### src/rtl/point_stream_parser.sv
// point_stream_parser: assembles big-endian point words from UART bytes, buffers them, issues draw/jump commands.
// Optional macro BYTE_TIMEOUT_EN: abandons a partial word after TIMEOUT_CYCLES idle cycles.
module point_stream_parser #(
    parameter int DEPTH_LOG2     = 6,
    parameter int COORD_W        = 12,
    parameter int TIMEOUT_CYCLES = 100000
) (
    input  logic                clk,
    input  logic                reset,
    input  logic                rx_valid,
    input  logic [7:0]          rx_byte,
    input  logic                ready,
    output logic [COORD_W-1:0]  x,
    output logic [COORD_W-1:0]  y,
    output logic                draw,
    output logic                jump,
    output logic                frame_active,
    output logic                overflow,
    output logic [DEPTH_LOG2:0] fifo_level
);
    localparam int DEPTH = 1 << DEPTH_LOG2;
    localparam int EW    = 2 * COORD_W + 1;

    typedef enum logic {IDLE, FRAME} state_t;

    state_t                state_q, state_d;
    logic [1:0]            cnt_q, cnt_d;
    logic [23:0]           word_q, word_d;
    logic [31:0]           nw;
    logic                  push_try, push, pop, full, abort;
    logic [EW-1:0]         mem [DEPTH];
    logic [EW-1:0]         head;
    logic [DEPTH_LOG2-1:0] wr_q, rd_q;
    logic [DEPTH_LOG2:0]   level_q;
    logic                  issued_q, overflow_q, draw_q, jump_q;
    logic [COORD_W-1:0]    x_q, y_q;

`ifdef BYTE_TIMEOUT_EN
    localparam int TW = $clog2(TIMEOUT_CYCLES + 1);
    logic [TW-1:0] tmo_q;
    logic          tmo_run;
    assign tmo_run = (state_q == FRAME) && (cnt_q != 2'd0) && !rx_valid;
    assign abort   = tmo_run && (tmo_q == TW'(TIMEOUT_CYCLES - 1));
    // Count idle cycles while a word is partially assembled; any byte restarts it
    always_ff @(posedge clk)
        tmo_q <= (reset || !tmo_run) ? '0 : tmo_q + TW'(1);
`else
    assign abort = 1'b0;
`endif

    assign nw   = {word_q, rx_byte};
    assign full = level_q == (DEPTH_LOG2 + 1)'(DEPTH);
    assign push = push_try && !full;
    assign pop  = ready && (level_q != '0) && !issued_q;
    assign head = mem[rd_q];

    // Parser next state: frame start filtering, byte shifting and word decode
    always_comb begin
        state_d  = state_q;
        cnt_d    = cnt_q;
        word_d   = word_q;
        push_try = 1'b0;
        if (abort) begin
            state_d = IDLE;
            cnt_d   = 2'd0;
        end else if (rx_valid) begin
            if (state_q == IDLE) begin
                if (rx_byte != 8'h00) begin
                    state_d = FRAME;
                    cnt_d   = 2'd1;
                    word_d  = {16'h0, rx_byte};
                end
            end else begin
                word_d = nw[23:0];
                cnt_d  = cnt_q + 2'd1;
                if (cnt_q == 2'd3) begin
                    if (nw == 32'h0101_0101) state_d = IDLE;
                    else push_try = 1'b1;
                end
            end
        end
    end

    // Point storage; stale entries are harmless since the pointers define validity
    always_ff @(posedge clk)
        if (push) mem[wr_q] <= nw[EW-1:0];

    // Parser state, FIFO bookkeeping and registered command outputs
    always_ff @(posedge clk) begin
        if (reset) begin
            state_q    <= IDLE;
            cnt_q      <= 2'd0;
            word_q     <= '0;
            wr_q       <= '0;
            rd_q       <= '0;
            level_q    <= '0;
            overflow_q <= 1'b0;
            issued_q   <= 1'b0;
            draw_q     <= 1'b0;
            jump_q     <= 1'b0;
            x_q        <= '0;
            y_q        <= '0;
        end else begin
            state_q    <= state_d;
            cnt_q      <= cnt_d;
            word_q     <= word_d;
            wr_q       <= wr_q + DEPTH_LOG2'(push);
            rd_q       <= rd_q + DEPTH_LOG2'(pop);
            level_q    <= level_q + (DEPTH_LOG2 + 1)'(push) - (DEPTH_LOG2 + 1)'(pop);
            overflow_q <= overflow_q | (push_try & full);
            issued_q   <= pop;
            draw_q     <= pop & head[EW-1];
            jump_q     <= pop & ~head[EW-1];
            if (pop) begin
                x_q <= head[2*COORD_W-1:COORD_W];
                y_q <= head[COORD_W-1:0];
            end
        end
    end

    assign x            = x_q;
    assign y            = y_q;
    assign draw         = draw_q;
    assign jump         = jump_q;
    assign frame_active = state_q == FRAME;
    assign overflow     = overflow_q;
    assign fifo_level   = level_q;
endmodule
### config.mk
export PLATFORM = sky130hd
export DESIGN_NAME = point_stream_parser
export DESIGN_NICKNAME = d
export VERILOG_FILES = /design/src/rtl/point_stream_parser.sv
export SDC_FILE = /design/constraint.sdc
export NUM_CORES = 1
export LEC_CHECK = 0
export BUFFER_PORTS_ARGS = -buffer_cell sky130_fd_sc_hd__buf_2
export CORE_UTILIZATION = 45
export DETAILED_ROUTE_END_ITERATION = 10
export MAX_ROUTING_LAYER = met4
export PLACE_DENSITY = 0.66
export SYNTH_ARGS = -nofsm -noshare
export SYNTH_HDL_FRONTEND = slang
export SYNTH_SLANG_ARGS = --single-unit
### constraint.sdc
create_clock -name clk -period 12.8 [get_ports clk]
set_clock_uncertainty 0.05 [all_clocks]
set_input_delay 1.28 -clock clk [delete_from_list [all_inputs] [get_ports clk]]
set_output_delay 1.28 -clock clk [all_outputs]
set_load 0.02 [all_outputs]
==> impl_metrics.csv <==
group,metric,value,unit
status,run_status,"complete, no violations",
pwr,power.density,167,nW/um^2
cts,cts.repair.resized,0,
pwr,power.switching_fraction,0.239,
floorplanning,start_util,0.455,
synthesis,ys_types,55,
critical_path,rr_endpoint,"y[11]$_SDFFE_PP0P_",
routing,num_vias,32400,
grt,grt_pass1_wl,224000,microns
synthesis,yosysWarnings,0,
routing,drtAntennaViolNets,0,
floorplanning,die-height,381,microns
critical_path,cp.arrival,5130,ps
routing,detail_route.iter0.violations,3452,
critical_path,regToRegSetupSlack,8080,ps
grt,antenna_violations_before_repair,7,
layout,final_std_cell_area_no_fill,72600,sq um
grt,grt-ovfl-total,0,
grt,grt_max_degree,109,
layout,final_common_cell,"sky130_fd_sc_hd__edfxtp_1",
cts,htreeDepth,4,
synthesis,asyncSetResetFlopFracSynth,0,
pwr,vdd.ir_drop.worst,0.121,mV
routing,pre_repair_dr_iteration_count,7,
synthesis,synth.avg_cell_area,19.5,sq um
synthesis,synthesis.nets,3343,
routing,number_of_design_rule_violations_left_after_detail_routing,0,
cts,cts_num_sinks,1674,
cts,cts.root.buffer_cell,"sky130_fd_sc_hd__clkbuf_16",
timing,fin_hold_ws,404,ps
critical_path,worstSetupStartpoint,"rx_byte[4]",
min_path,hold_path_startpoint,"word_q[22]$_SDFFE_PP0P_",
synthesis,synthesis.instances,3316,
flow_run,max_cap_violations,0,
timing,report.final.slew_viol_count,0,
layout,net_total_in_the_final_layout,3488,
critical_path,worst_r2r_path_depth,7,
layout,ff_latch_area,49600,sq um
pwr,comb_power_share,0.117,
layout,fillerInstances,11100,
pwr,cellLeakagePower,22.7,nW
grt,via_count_of_the_first_global_routing_pass,32100,
pwr,total_switching_power,0.00290,W
cts,path_clk_slew,60,ps
cts,clock_latency,780,ps
timing,worst_slew_pin_slew,1290,ps
grt,track_usage,0.219,
placed_design,gp_congestion,0.851,
floorplanning,fp.dieW,381,microns
synthesis,synth-main-ff-cell,"sky130_fd_sc_hd__edfxtp_1",
critical_path,crit_required,13200,ps
cts,postCtsHoldBufs,0,
routing,routed_wl,154000,microns
min_path,worst_hold_path_type,"register to register",
cts,postCtsSetupBuffers,0,
cts,clockBufferDepth,3,
critical_path,setup.worst_path.start_class,"input pin",
timing,period_share,0.369,
placed_design,place.detailed.hpwl,84900,microns
critical_path,timing.critical_path.to_type,"register",
floorplanning,floorplan.core_area,142000,sq um
critical_path,timing.critical_path.slowest_cell_delay,920,ps
cts,tritoncts_clock_tree,"done",
cts,cts_inserted_buffers,164,
routing,wire_per_inst,28.1,microns
critical_path,critical_path.slowest_cell,"sky130_fd_sc_hd__nor2_2",
placed_design,place_area,67400,sq um
timing,worst_slew_margin_rel,0.131,
critical_path,endpoint,"mem[29][18]$_DFFE_PP_",
critical_path,worstPathMaxFanout,66,
synthesis,yosys_register_bits,1674,
placed_design,buffer_ports.inserted,46,
layout,area_growth_syn_to_layout,12.3,%
timing,report.final.hold_viol_count,0,
timing,rsz0062_at_grt,"no",
layout,final_layout_size_suffix_gt1_frac,0.205,
floorplanning,io-pin-count,47,
pwr,power.share.clock,0.381,
critical_path,crit_path_cell_trace,"buf_2 -> buf_4 -> nor3_1 -> nand2_1 -> nor3_1 -> or3b_1 -> clkinv_1 -> nand4b_1 -> nor2_2 -> buf_4",
pwr,pwr-share-seq,0.502,
floorplanning,dieArea,145000,sq um
timing,report.final.setup_viol,0,
synthesis,area_of_the_mapped_netlist,64700,sq um
routing,routed_via_density,5.90,
synthesis,number_of_enable_flip_flop_cells_after_synthesis,1600,
critical_path,path_class,"input pin to register",
pwr,internal-power,0.00921,W
timing,min_period,4720,ps
timing,maxClockFrequency,212,MHz
floorplanning,placement_rows,138,
layout,final_cell_mix,"sky130_fd_sc_hd__edfxtp_1 (1600), sky130_fd_sc_hd__mux2i_1 (424), sky130_fd_sc_hd__mux4_2 (209)",
critical_path,worst_r2r_startpoint,"rd_q[0]$_SDFF_PP0_",
layout,multi_input_comb_area,14100,sq um
timing,setup_total_negative_slack,0,ps
synthesis,synth_sequential_area_ratio,0.766,
## state kept, by name, summed over array words and instances (netlist names), 2 cells and up
name and flops:
word_q 24, y 12, mem 1600, x 12, wr_q 6, rd_q 6, cnt_q 2, fifo_level 7
## cell type report
cell class,count,share of cell area
flip-flops and latches,1674,0.683
multi-input cells,1422,0.195
clock buffers,222,0.0621
well taps,1890,0.0326
repair buffers,183,0.0180
clock inverters,83,0.00872
inverters,16,0.000827
diodes,2,0.0000689
## power groups by stage
stage	Combinational, W	Sequential (W)	Clock, W
after detailed placement	0.00144	0.00619	0
final	0.00142	0.00607	0.00462
after CTS	0.00144	0.00607	0.00468
after global placement	0.00142	0.00619	0
after global routing	0.00150	0.00607	0.00489
after floorplan	0.00101	0.00619	0
## worst max-delay path, delay by kind of cell
kind                   cells  cell delay, ps
buffers and inverters      4            1150
and+or+nand+nor            6            2600
## stage by stage
stage	setup slack, ps	utilization	power (W)	instances
floorplan	7960	-	0.00720	3316
global placement	7360	0.475	0.00761	5185
detailed placement	7330	0.475	0.00762	5185
CTS	8060	0.511	0.0122	5490
global route	7760	0.511	0.0125	5490
finish	8080	0.511	0.0121	5492
## metal layers
metal / vias up / global-route usage / routed length (microns)
met1: 16900 / 0.293 / 62600
li1: 13900 / - / -
met5: - / - / 0
met3: 234 / 0.0392 / 12500
met2: 1348 / 0.342 / 74900
met4: 0 / 0.0713 / 4480
## worst min-delay path by stage
stage	endpoint	cells after the start	slack, ps
6_report	word_q[22]$_SDFFE_PP0P_	2	400
5_1_grt	word_q[18]$_SDFFE_PP0P_	2	430
4_1_cts	word_q[22]$_SDFFE_PP0P_	2	400
3_5_place_dp	word_q[22]$_SDFFE_PP0P_	2	400
3_3_place_gp	word_q[22]$_SDFFE_PP0P_	2	390
2_1_floorplan	word_q[22]$_SDFFE_PP0P_	2	380
## cells in the mapped netlist (2+ instances only)
cell type	number	area share
sky130_fd_sc_hd__dfxtp_1	74	0.023
sky130_fd_sc_hd__clkbuf_1	75	0.0044
sky130_fd_sc_hd__inv_1	15	0.00087
sky130_fd_sc_hd__a221oi_1	46	0.0062
sky130_fd_sc_hd__nand4_1	5	0.00048
sky130_fd_sc_hd__a211oi_1	26	0.0030
sky130_fd_sc_hd__mux2_2	22	0.0038
sky130_fd_sc_hd__o21ai_0	54	0.0042
sky130_fd_sc_hd__buf_2	54	0.0042
sky130_fd_sc_hd__xor2_1	5	0.00068
sky130_fd_sc_hd__a221o_1	24	0.0037
sky130_fd_sc_hd__buf_1	5	0.00029
sky130_fd_sc_hd__nand2_1	53	0.0031
sky130_fd_sc_hd__a2111oi_1	3	0.00046
sky130_fd_sc_hd__nand3_1	27	0.0021
sky130_fd_sc_hd__nor3_1	66	0.0051
sky130_fd_sc_hd__nor4b_1	3	0.00041
sky130_fd_sc_hd__a311oi_1	22	0.0030
sky130_fd_sc_hd__and3_1	2	0.00019
sky130_fd_sc_hd__mux4_2	209	0.073
sky130_fd_sc_hd__xnor2_1	7	0.00095
sky130_fd_sc_hd__a2111oi_0	18	0.0024
sky130_fd_sc_hd__nor4_1	24	0.0023
sky130_fd_sc_hd__o22ai_1	125	0.012
sky130_fd_sc_hd__o211ai_1	4	0.00046
sky130_fd_sc_hd__o221ai_1	2	0.00027
sky130_fd_sc_hd__nand4b_1	2	0.00027
sky130_fd_sc_hd__nor2_1	125	0.0073
sky130_fd_sc_hd__mux2i_1	424	0.066
sky130_fd_sc_hd__o21a_1	22	0.0026
sky130_fd_sc_hd__or3_1	5	0.00048
sky130_fd_sc_hd__buf_6	17	0.0030
sky130_fd_sc_hd__ha_1	14	0.0027
sky130_fd_sc_hd__buf_8	2	0.00046
sky130_fd_sc_hd__edfxtp_1	1600	0.74
sky130_fd_sc_hd__buf_4	50	0.0058
sky130_fd_sc_hd__a21oi_1	28	0.0022
sky130_fd_sc_hd__or3b_1	2	0.00027
sky130_fd_sc_hd__nand3b_1	6	0.00070
sky130_fd_sc_hd__o21bai_1	2	0.00023
sky130_fd_sc_hd__nor2b_1	33	0.0032
## cells by family after synthesis
family,after synthesis,share of synthesized area
AO/OA/AOI/OAI,381,0.0414
XOR/XNOR,12,0.00163
adder cells (fa/ha/maj),15,0.00302
buffers and inverters,220,0.0191
flip-flops,1674,0.766
multiplexers,655,0.142
AND/OR/NAND/NOR,359,0.0265
Note: power is estimated with default switching activity, not from simulation.
